==> src/rtl/stack_sequencer_pkg.sv <==
// stack_sequencer_pkg: shared state encoding, mux segment codes and SP defaults
package stack_sequencer_pkg;
   typedef enum logic [2:0] {
      IDLE, PUSH_H, PUSH_L, PUSH_F, POP_F, POP_L, POP_H, POP_FIN
   } state_t;
   localparam logic [1:0] SEG_PC_H  = 2'b00;
   localparam logic [1:0] SEG_PC_L  = 2'b01;
   localparam logic [1:0] SEG_FLAGS = 2'b10;
   localparam int ADDR_W_DEF = 12;
   function automatic int sp_top(input int w);
      return 2**w - 1;
   endfunction
endpackage

==> src/rtl/stack_sequencer_stack_pointer.sv <==
// stack_pointer: SP register with inc/dec and a combinational SP+1 for pop addressing
module stack_pointer #(
   parameter int ADDR_W = 12,
   parameter logic [ADDR_W-1:0] SP_INIT = '1
) (
   input  logic              clk,
   input  logic              rst,
   input  logic              inc,
   input  logic              dec,
   output logic [ADDR_W-1:0] sp,
   output logic [ADDR_W-1:0] sp_inc
);
   assign sp_inc = sp + ADDR_W'(1);
   always_ff @(posedge clk or posedge rst)
      if (rst) sp <= SP_INIT;
      else if (inc) sp <= sp_inc;
      else if (dec) sp <= sp - ADDR_W'(1);
endmodule

==> src/rtl/stack_sequencer.sv <==
// stack_sequencer: sequences multi-word CALL/INT pushes and RET/RTI pops, owns SP
module stack_sequencer
   import stack_sequencer_pkg::*;
#(
   parameter int ADDR_W = ADDR_W_DEF,
   parameter logic [ADDR_W-1:0] SP_INIT = ADDR_W'(sp_top(ADDR_W))
) (
   input  logic              clk,
   input  logic              rst,
   input  logic              call_req,
   input  logic              int_req,
   input  logic              ret_req,
   input  logic              rti_req,
   input  logic              push_req,
   input  logic              pop_req,
   input  logic [15:0]       mem_rdata,
   output logic              pc_to_stack,
   output logic [1:0]        pc_segment,
   output logic              mem_write,
   output logic              mem_read,
   output logic [ADDR_W-1:0] mem_addr,
   output logic              stall,
   output logic [ADDR_W-1:0] sp_out,
   output logic [31:0]       pc_out,
   output logic              pc_load,
   output logic [2:0]        flags_out,
   output logic              flags_load
);
   state_t state, next_state;
   logic with_flags, multi;
   logic [ADDR_W-1:0] sp, sp_p1;

   stack_pointer #(.ADDR_W(ADDR_W), .SP_INIT(SP_INIT)) u_sp (
      .clk(clk), .rst(rst), .inc(mem_read), .dec(mem_write), .sp(sp), .sp_inc(sp_p1)
   );

   assign sp_out = sp;
   assign multi = int_req | rti_req | call_req | ret_req;
   assign mem_addr = mem_write ? sp : mem_read ? sp_p1 : '0;

   always_ff @(posedge clk or posedge rst)
      if (rst) state <= IDLE;
      else state <= next_state;

   always_comb begin
      next_state = IDLE;
      case (state)
         IDLE:    next_state = int_req ? PUSH_H : rti_req ? POP_F : call_req ? PUSH_H :
                               ret_req ? POP_L : IDLE;
         PUSH_H:  next_state = PUSH_L;
         PUSH_L:  next_state = with_flags ? PUSH_F : IDLE;
         POP_F:   next_state = POP_L;
         POP_L:   next_state = POP_H;
         POP_H:   next_state = POP_FIN;
         default: next_state = IDLE;
      endcase
   end

   // Only IDLE looks at the request lines; every other state is a pure decode.
   always_comb begin
      mem_write = 1'b0;
      mem_read = 1'b0;
      pc_to_stack = 1'b0;
      pc_segment = SEG_PC_H;
      stall = 1'b0;
      case (state)
         IDLE: begin
            stall = !rst && multi;
            mem_write = !rst && !multi && push_req;
            mem_read = !rst && !multi && !push_req && pop_req;
         end
         PUSH_H: {mem_write, pc_to_stack, pc_segment, stall} = {2'b11, SEG_PC_H, 1'b1};
         PUSH_L: {mem_write, pc_to_stack, pc_segment, stall} = {2'b11, SEG_PC_L, with_flags};
         PUSH_F: {mem_write, pc_to_stack, pc_segment} = {2'b11, SEG_FLAGS};
         POP_F, POP_L, POP_H: {mem_read, stall} = 2'b11;
         default: ;
      endcase
   end

   // Load pulses are registered so they coincide with the captured values.
   always_ff @(posedge clk or posedge rst)
      if (rst) begin
         with_flags <= 1'b0;
         pc_out <= '0;
         flags_out <= '0;
         pc_load <= 1'b0;
         flags_load <= 1'b0;
      end else begin
         pc_load <= state == POP_FIN;
         flags_load <= state == POP_L && with_flags;
         if (state == IDLE) with_flags <= int_req | rti_req;
         if (state == POP_L && with_flags) flags_out <= mem_rdata[2:0];
         if (state == POP_H) pc_out[15:0] <= mem_rdata;
         if (state == POP_FIN) pc_out[31:16] <= mem_rdata;
      end
endmodule

==> config.mk <==
export PLATFORM = sky130hd
export DESIGN_NAME = stack_sequencer
export DESIGN_NICKNAME = d
export VERILOG_FILES = /design/src/rtl/stack_sequencer_pkg.sv /design/src/rtl/stack_sequencer_stack_pointer.sv /design/src/rtl/stack_sequencer.sv
export SDC_FILE = /design/constraint.sdc
export NUM_CORES = 1
export LEC_CHECK = 0
export CORE_UTILIZATION = 30
export DETAILED_ROUTE_END_ITERATION = 16
export PLACE_DENSITY_LB_ADDON = 0.05
export SYNTH_ARGS = -nofsm -noshare
export SYNTH_HDL_FRONTEND = slang
export SYNTH_SLANG_ARGS = --single-unit
==> constraint.sdc <==
create_clock -name clk -period 5.3 [get_ports clk]
set_input_delay 0.53 -clock clk [delete_from_list [all_inputs] [get_ports clk]]
set_output_delay 0.53 -clock clk [all_outputs]
set_load 0.02 [all_outputs]
### Word-level counts from Yosys, hierarchy flattened

Cells that the tools add are included.

* register bits after elaboration: 53
* bits in latches: 0
* RAM bits: 0
* memory bits (read-only): 0
* output and inout port bits: 67
* logic and storage cells: 49
* memories kept: 0

* $add $sub $neg: 2
* $mul: 0
* div/mod/pow operators: 0
* order comparisons: 0
* equal/unequal tests: 7
* shift operators: 0
* multiplexer cells: 15
* bitwise operators: 3
* reduce and logical (&&, ||, !) cells: 14

Operator list (number)
* 12-bit 2-to-1 mux: 4
* 3-bit case mux with 6 select lines: 1
* 12-bit by 1-bit adder with 12-bit output (second input constant): 1
* 3-bit == test (second input constant): 4
* 3-bit 2-to-1 mux: 4
* 12-bit by 1-bit subtractor with 12-bit output (second input constant): 1
* 3-bit by 2-bit == test with 1-bit output (second input constant): 2
* 1-bit logical AND: 6
* 3-bit OR reduction: 2
* 1-bit case mux with 2 select lines: 2
* 2-bit case mux with 2 select lines: 1
* 4-bit OR reduction: 1
* 3-bit by 1-bit == test with 1-bit output (second input constant): 1
* 1-bit zero test: 3
* 3-bit zero test: 1
* 1-bit OR: 3
* 1-bit case mux with 3 select lines: 1
* 2-bit 2-to-1 mux: 1
* 2-bit nonzero test: 1
* 1-bit 2-to-1 mux: 1

### Depth between registers and ports, before layout

* word-level depth: 10
* mapped depth: 8
* depth with buffers taken out: 6

### Hierarchy

A second synthesis with hierarchy kept.

* cells, all modules: 234
* area total of the unflattened synthesis: 2845.2 µm²

Modules (own cells, without submodules)
* stack_sequencer: instances 1, cells an instance 134, area an instance 1909.3 µm², seq. area each 1026.0 µm²
* stack_pointer: instances 1, cells an instance 100, area an instance 935.9 µm², seq. area each 315.3 µm²

### Worst setup path before layout

Ideal clock, no wire load.

* path kind: in2out
* from: input port call_req
* to: output port mem_addr[10]
* arrival time: 1.984 ns
* data required time: 4.770 ns
* path slack: 2.786 ns
* stages: 7
* path buffers: 1
* path through: nor4_4 > a21o_2 > nand2_2 > inv_2 > buf_4 > nand2_1 > o21ai_0

* cells in the longest elaborated chain, start to end: 9

RTL lines
* start: declaration: RTL line stack_sequencer.sv:10 `input logic call_req,`
* 1-bit OR (2 in a row): RTL line stack_sequencer.sv:38 `assign multi = int_req | rti_req | call_req | ret_req;`
* 1-bit zero test: RTL line stack_sequencer.sv:70 `mem_read = !rst && !multi && !push_req && pop_req;`
* 1-bit logical AND (3 in a row): RTL line stack_sequencer.sv:70
* 1-bit case mux with 2 select lines: RTL line stack_sequencer.sv:66 `case (state)`
* via mem_read: RTL line stack_sequencer.sv:20 `output logic mem_read,`
* 12-bit 2-to-1 mux (2 in a row): RTL line stack_sequencer.sv:39 `assign mem_addr = mem_write ? sp : mem_read ? sp_p1 : '0;`
* end: declaration: RTL line stack_sequencer.sv:21 `output logic [ADDR_W-1:0] mem_addr,`

The timed path passes the listed nets, and every way through them passes these cells.

### Worst setup path in the final report

* from: input port call_req
* to: output port mem_addr[9]

* cells in the longest elaborated chain, start to end: 9

RTL lines (RTL line)
* 1-bit OR * (2 in a row): stack_sequencer.sv:38
* 1-bit zero test *: stack_sequencer.sv:69, stack_sequencer.sv:70
* 1-bit logical AND *: stack_sequencer.sv:69, stack_sequencer.sv:70
* 1-bit logical AND (2 in a row): stack_sequencer.sv:70
* 1-bit case mux with 2 select lines: stack_sequencer.sv:66
* 12-bit 2-to-1 mux: stack_sequencer.sv:39
* 12-bit 2-to-1 mux *: stack_sequencer.sv:39

Every way passes the cells marked *; elsewhere a longest branch is shown, timed or not.

==> results summary <==
The run finished with clean final reports. The final worst clock skew is a little over 0.007 ns. The upper clock frequency limit came out at roughly 0.28 GHz. Clock-pin slew was measured on the worst setup and hold paths at 0.11 ns.

After synthesis, the netlist uses 47 different library cells. The proportion of netlist area held by the largest area contributor is 0.3826. The critical path startpoint is call_req. The fraction of final layout cells with drive strength greater than 1 is 0.1858. The met1 capacity usage during global routing is 0.1997. The power per unit of standard cell area came out at 729.1 nW/µm². The final max-slew violation count came out at 0. The worst pin sits at a relative slew slack of 0.3378. The number of global-route vias before repair came out at 2161.

During synthesis, Yosys emitted a total of 0 warnings. The highest net fanout along the worst path came out at 7. For this run, the register share of the synthesized area comes to 0.5002. The total setup buffers inserted after CTS is 0. Summed over all failing endpoints, the final setup total negative slack is 0 ns. For met3 alone, demand over resource in global routing was 0.04460.

The number of routed nets with antenna violations is 0. Counting every net in the synthesized netlist gives 283. The overall track demand over capacity in global routing is 0.1526. In the synthesized netlist, the number of instances is ~260. The signal on the critical path passes through clkdlybuf4s50_1 > nor4_4 > a21oi_1 > nor4_1 > nor2_1 > a31oi_1 > clkdlybuf4s50_1. Among the stages of the critical path, the cell type that occurs most often is clkdlybuf4s50_1. For this run the aggregate overflow at the end of global routing stands at 0. The most frequent standard cell in the layout excluding fill and tap cells is clkdlybuf4s50_1. Before CTS, the worst setup slack after placement is roughly 1.8 ns. The floorplan step defined a core boundary enclosing 8678 µm². Port buffering added 90 buffers. Wires add up to between 6000 and 7000 µm. The biggest cell delay along the critical path is 0.62 ns. In this run, synthesis produced a sequential element count of 53.

STA classifies the critical path startpoint as a primary input. The maximum number of buffers from clock root to sink is 2. The maximum level of the CTS H-tree is 2. The largest net degree at the start of global routing came out at 54. The via density per instance is 4.886. The floorplan has 34 rows. The routing layer with the top usage in global route is met2.

Summed over all cells, the static leakage comes to between 1 and 1.5 nW. The total instance count after detailed placement is 439. In the final routed layout, each cell accounts on average for around 15 µm. Summing every instance area after synthesis gives between 2000 and 3000 µm². The count of clock tree sinks is 53.

The count of hold-fix buffers inserted at cts came out at 0. The CTS buffer count came out at 5. The slew at the pin closest to its max-slew limit is 0.9905 ns.

The master of the slowest instance on the critical path is clkdlybuf4s50_1. The die is ~97 µm tall. The biggest area contributor in the post-synthesis netlist is dfrtp_1. In this run the most critical hold path is launched from flags_out[1].

Of the available clock period, the critical path in the final layout requires 0.6625. In this run the horizontal extent of the chip is about 97 µm. The number of setup violations in the final report came out at 0. Setup repair after global routing left no endpoint under its margin. The slack of the critical path came out at about 1.8 ns.

The final count of hold timing violations came out at 0. The number of gates resized after cts is 0. After detailed routing, the number of remaining DRC violations is 0. The met2 layer usage reported by global route is 0.2430. The HPWL after detailed placement is around 4700 µm. For this run, the leading register cell type out of synthesis is dfrtp_1. During I/O placement, the number of pins put on the boundary was between 90 and 100. The library cells used most frequently in the layout, excluding fill and tap cells, are clkdlybuf4s50_1, dfrtp_1, mux2_2.

The later pin in the worst-skew pair is clocked with a latency of slightly above 0.3 ns. The data required time of the worst path came out at around 4.8 ns. The critical path class is primary input to output port.

The count of max-cap constraint violations is 0. The number of non-filler instances in the completed layout came out at ~450. Detailed routing inserted a total of 2184 vias. Counting I/O delays and the setup requirement, the final critical path takes ~3.5 ns. The die outline area came out at between 9000 and 10000 µm².

The count of flip-flops with a built-in enable after synthesis came out at 0. TritonCTS built the clock tree. The number of detailed-routing iterations run before antenna repair came out at 4. The detailed router finished its first iteration with 80 violations. The placer congestion estimate is 0.7944. The largest vdd supply drop is around 0.27 mV. The worst hold-check slack is 0.4917 ns. The first global-routing pass estimated between 10000 and 15000 µm of wire.

The path class of the tightest hold or removal check is flop to flop. The worst setup path is captured at an output port. The final-stage net count is 364. The worst register-to-register path begins at state[2]. The average instance in the mapped netlist occupies around 10 µm². Compared with the post-synthesis result, the final layout area differs by 39.90%. Counting flops with an async set or reset pin after synthesis yields a share of 1.000. In the post-synthesis netlist, the biggest area contributors are dfrtp_1, mux2_2, dfstp_2, nand2_1, o21ai_0.

The number of antenna violations at the first check in global routing was 0. The clock tree root driver cell is clkbuf_8. The critical path arrival came out at about 3 ns. For this configuration, the core starts out at a cell density of 0.3090. The number of diodes added for antenna fixing came out at 0.
report_power, final:
group / total [mW] / switching, mW / internal (mW)
Clock: 0.290 / 0.145 / 0.145
Sequential: 0.854 / 0.210 / 0.644
Combinational: 1.59 / 0.816 / 0.775
Total: 2.74 / 1.17 / 1.56
final timing paths:
| path | end | slack (ns) | cells past startpoint |
|---|---|---|---|
| setup / recovery | mem_addr[9] | 1.79 | 7 |
| hold / removal | flags_out[1] | 0.49 | 2 |
| setup reg to reg | u_sp.sp[2] | 3.10 | 5 |
| hold reg to reg | flags_out[1] | 0.49 | 2 |
| max in group asynchronous | with_flags | 4.02 | 3 |
| min in group asynchronous | pc_load | 0.81 | 3 |
kinds of logic (layout without fill, tap and decap cells):
group,count (synthesis),count (layout),share of synthesized area
xor+xnor,11,11,0.03593
compound gates,53,53,0.1213
buf+inv,29,111,0.05133
fa+ha+maj,2,2,0.009331
flops,53,53,0.5002
mux,33,33,0.1381
simple gates,76,76,0.1437
stage by stage:
stage,area (µm²),power [mW],util
after detailed placement,3632,2.463,0.4185
after CTS,3751,2.769,0.4322
after floorplan,2681,1.783,-
after global placement,3632,2.464,0.4185
final,3751,2.735,0.4322
after global routing,3751,2.931,0.4322
synthesized netlist by cell type (2+ instances only):
| library cell | n |
|---|---|
| inv_1 | 11 |
| nand4_1 | 2 |
| or2_2 | 2 |
| buf_4 | 2 |
| a22oi_1 | 2 |
| o21ai_0 | 17 |
| nor2_1 | 13 |
| a31oi_1 | 3 |
| and2_1 | 2 |
| a21oi_1 | 16 |
| and3_1 | 2 |
| nand2_1 | 24 |
| nand3_1 | 6 |
| or3_1 | 3 |
| dfstp_2 | 12 |
| nor3_1 | 9 |
| clkbuf_1 | 3 |
| buf_2 | 11 |
| ha_1 | 2 |
| o21ai_1 | 2 |
| nand2b_1 | 3 |
| mux2_2 | 32 |
| xor2_1 | 3 |
| xnor2_1 | 8 |
| dfrtp_1 | 41 |
| nor4_1 | 5 |
critical path: cells and delay by family:
kind / cells / cell delay [ns]
AOI/OAI and AO/OA: 2 / 0.44
buffers and inverters: 2 / 1.09
and+or+nand+nor: 3 / 0.92
area by class of cell:
class	instances	area [µm²]
Clock buffer	5	68.82
Clock inverter	3	50.05
Multi-Input combinational cell	175	1202
Fill cell	886	4927
Tap cell	108	135.1
Timing Repair Buffer	91	908.4
Inverter	12	45.04
Sequential cell	53	1341
routing by layer:
layer / part of all wire / routed length, µm
met5: 0 / 0
met4: 0.018 / 119
met3: 0.059 / 396
met2: 0.46 / 3086
met1: 0.47 / 3135
registers in the layout, indices dropped and copies added (netlist names):
| signal | count |
|---|---|
| pc_load | 1 |
| flags_out | 3 |
| state | 3 |
| with_flags | 1 |
| pc_out | 32 |
| flags_load | 1 |
| u_sp.sp | 12 |
(Power assumes the default switching activity.)
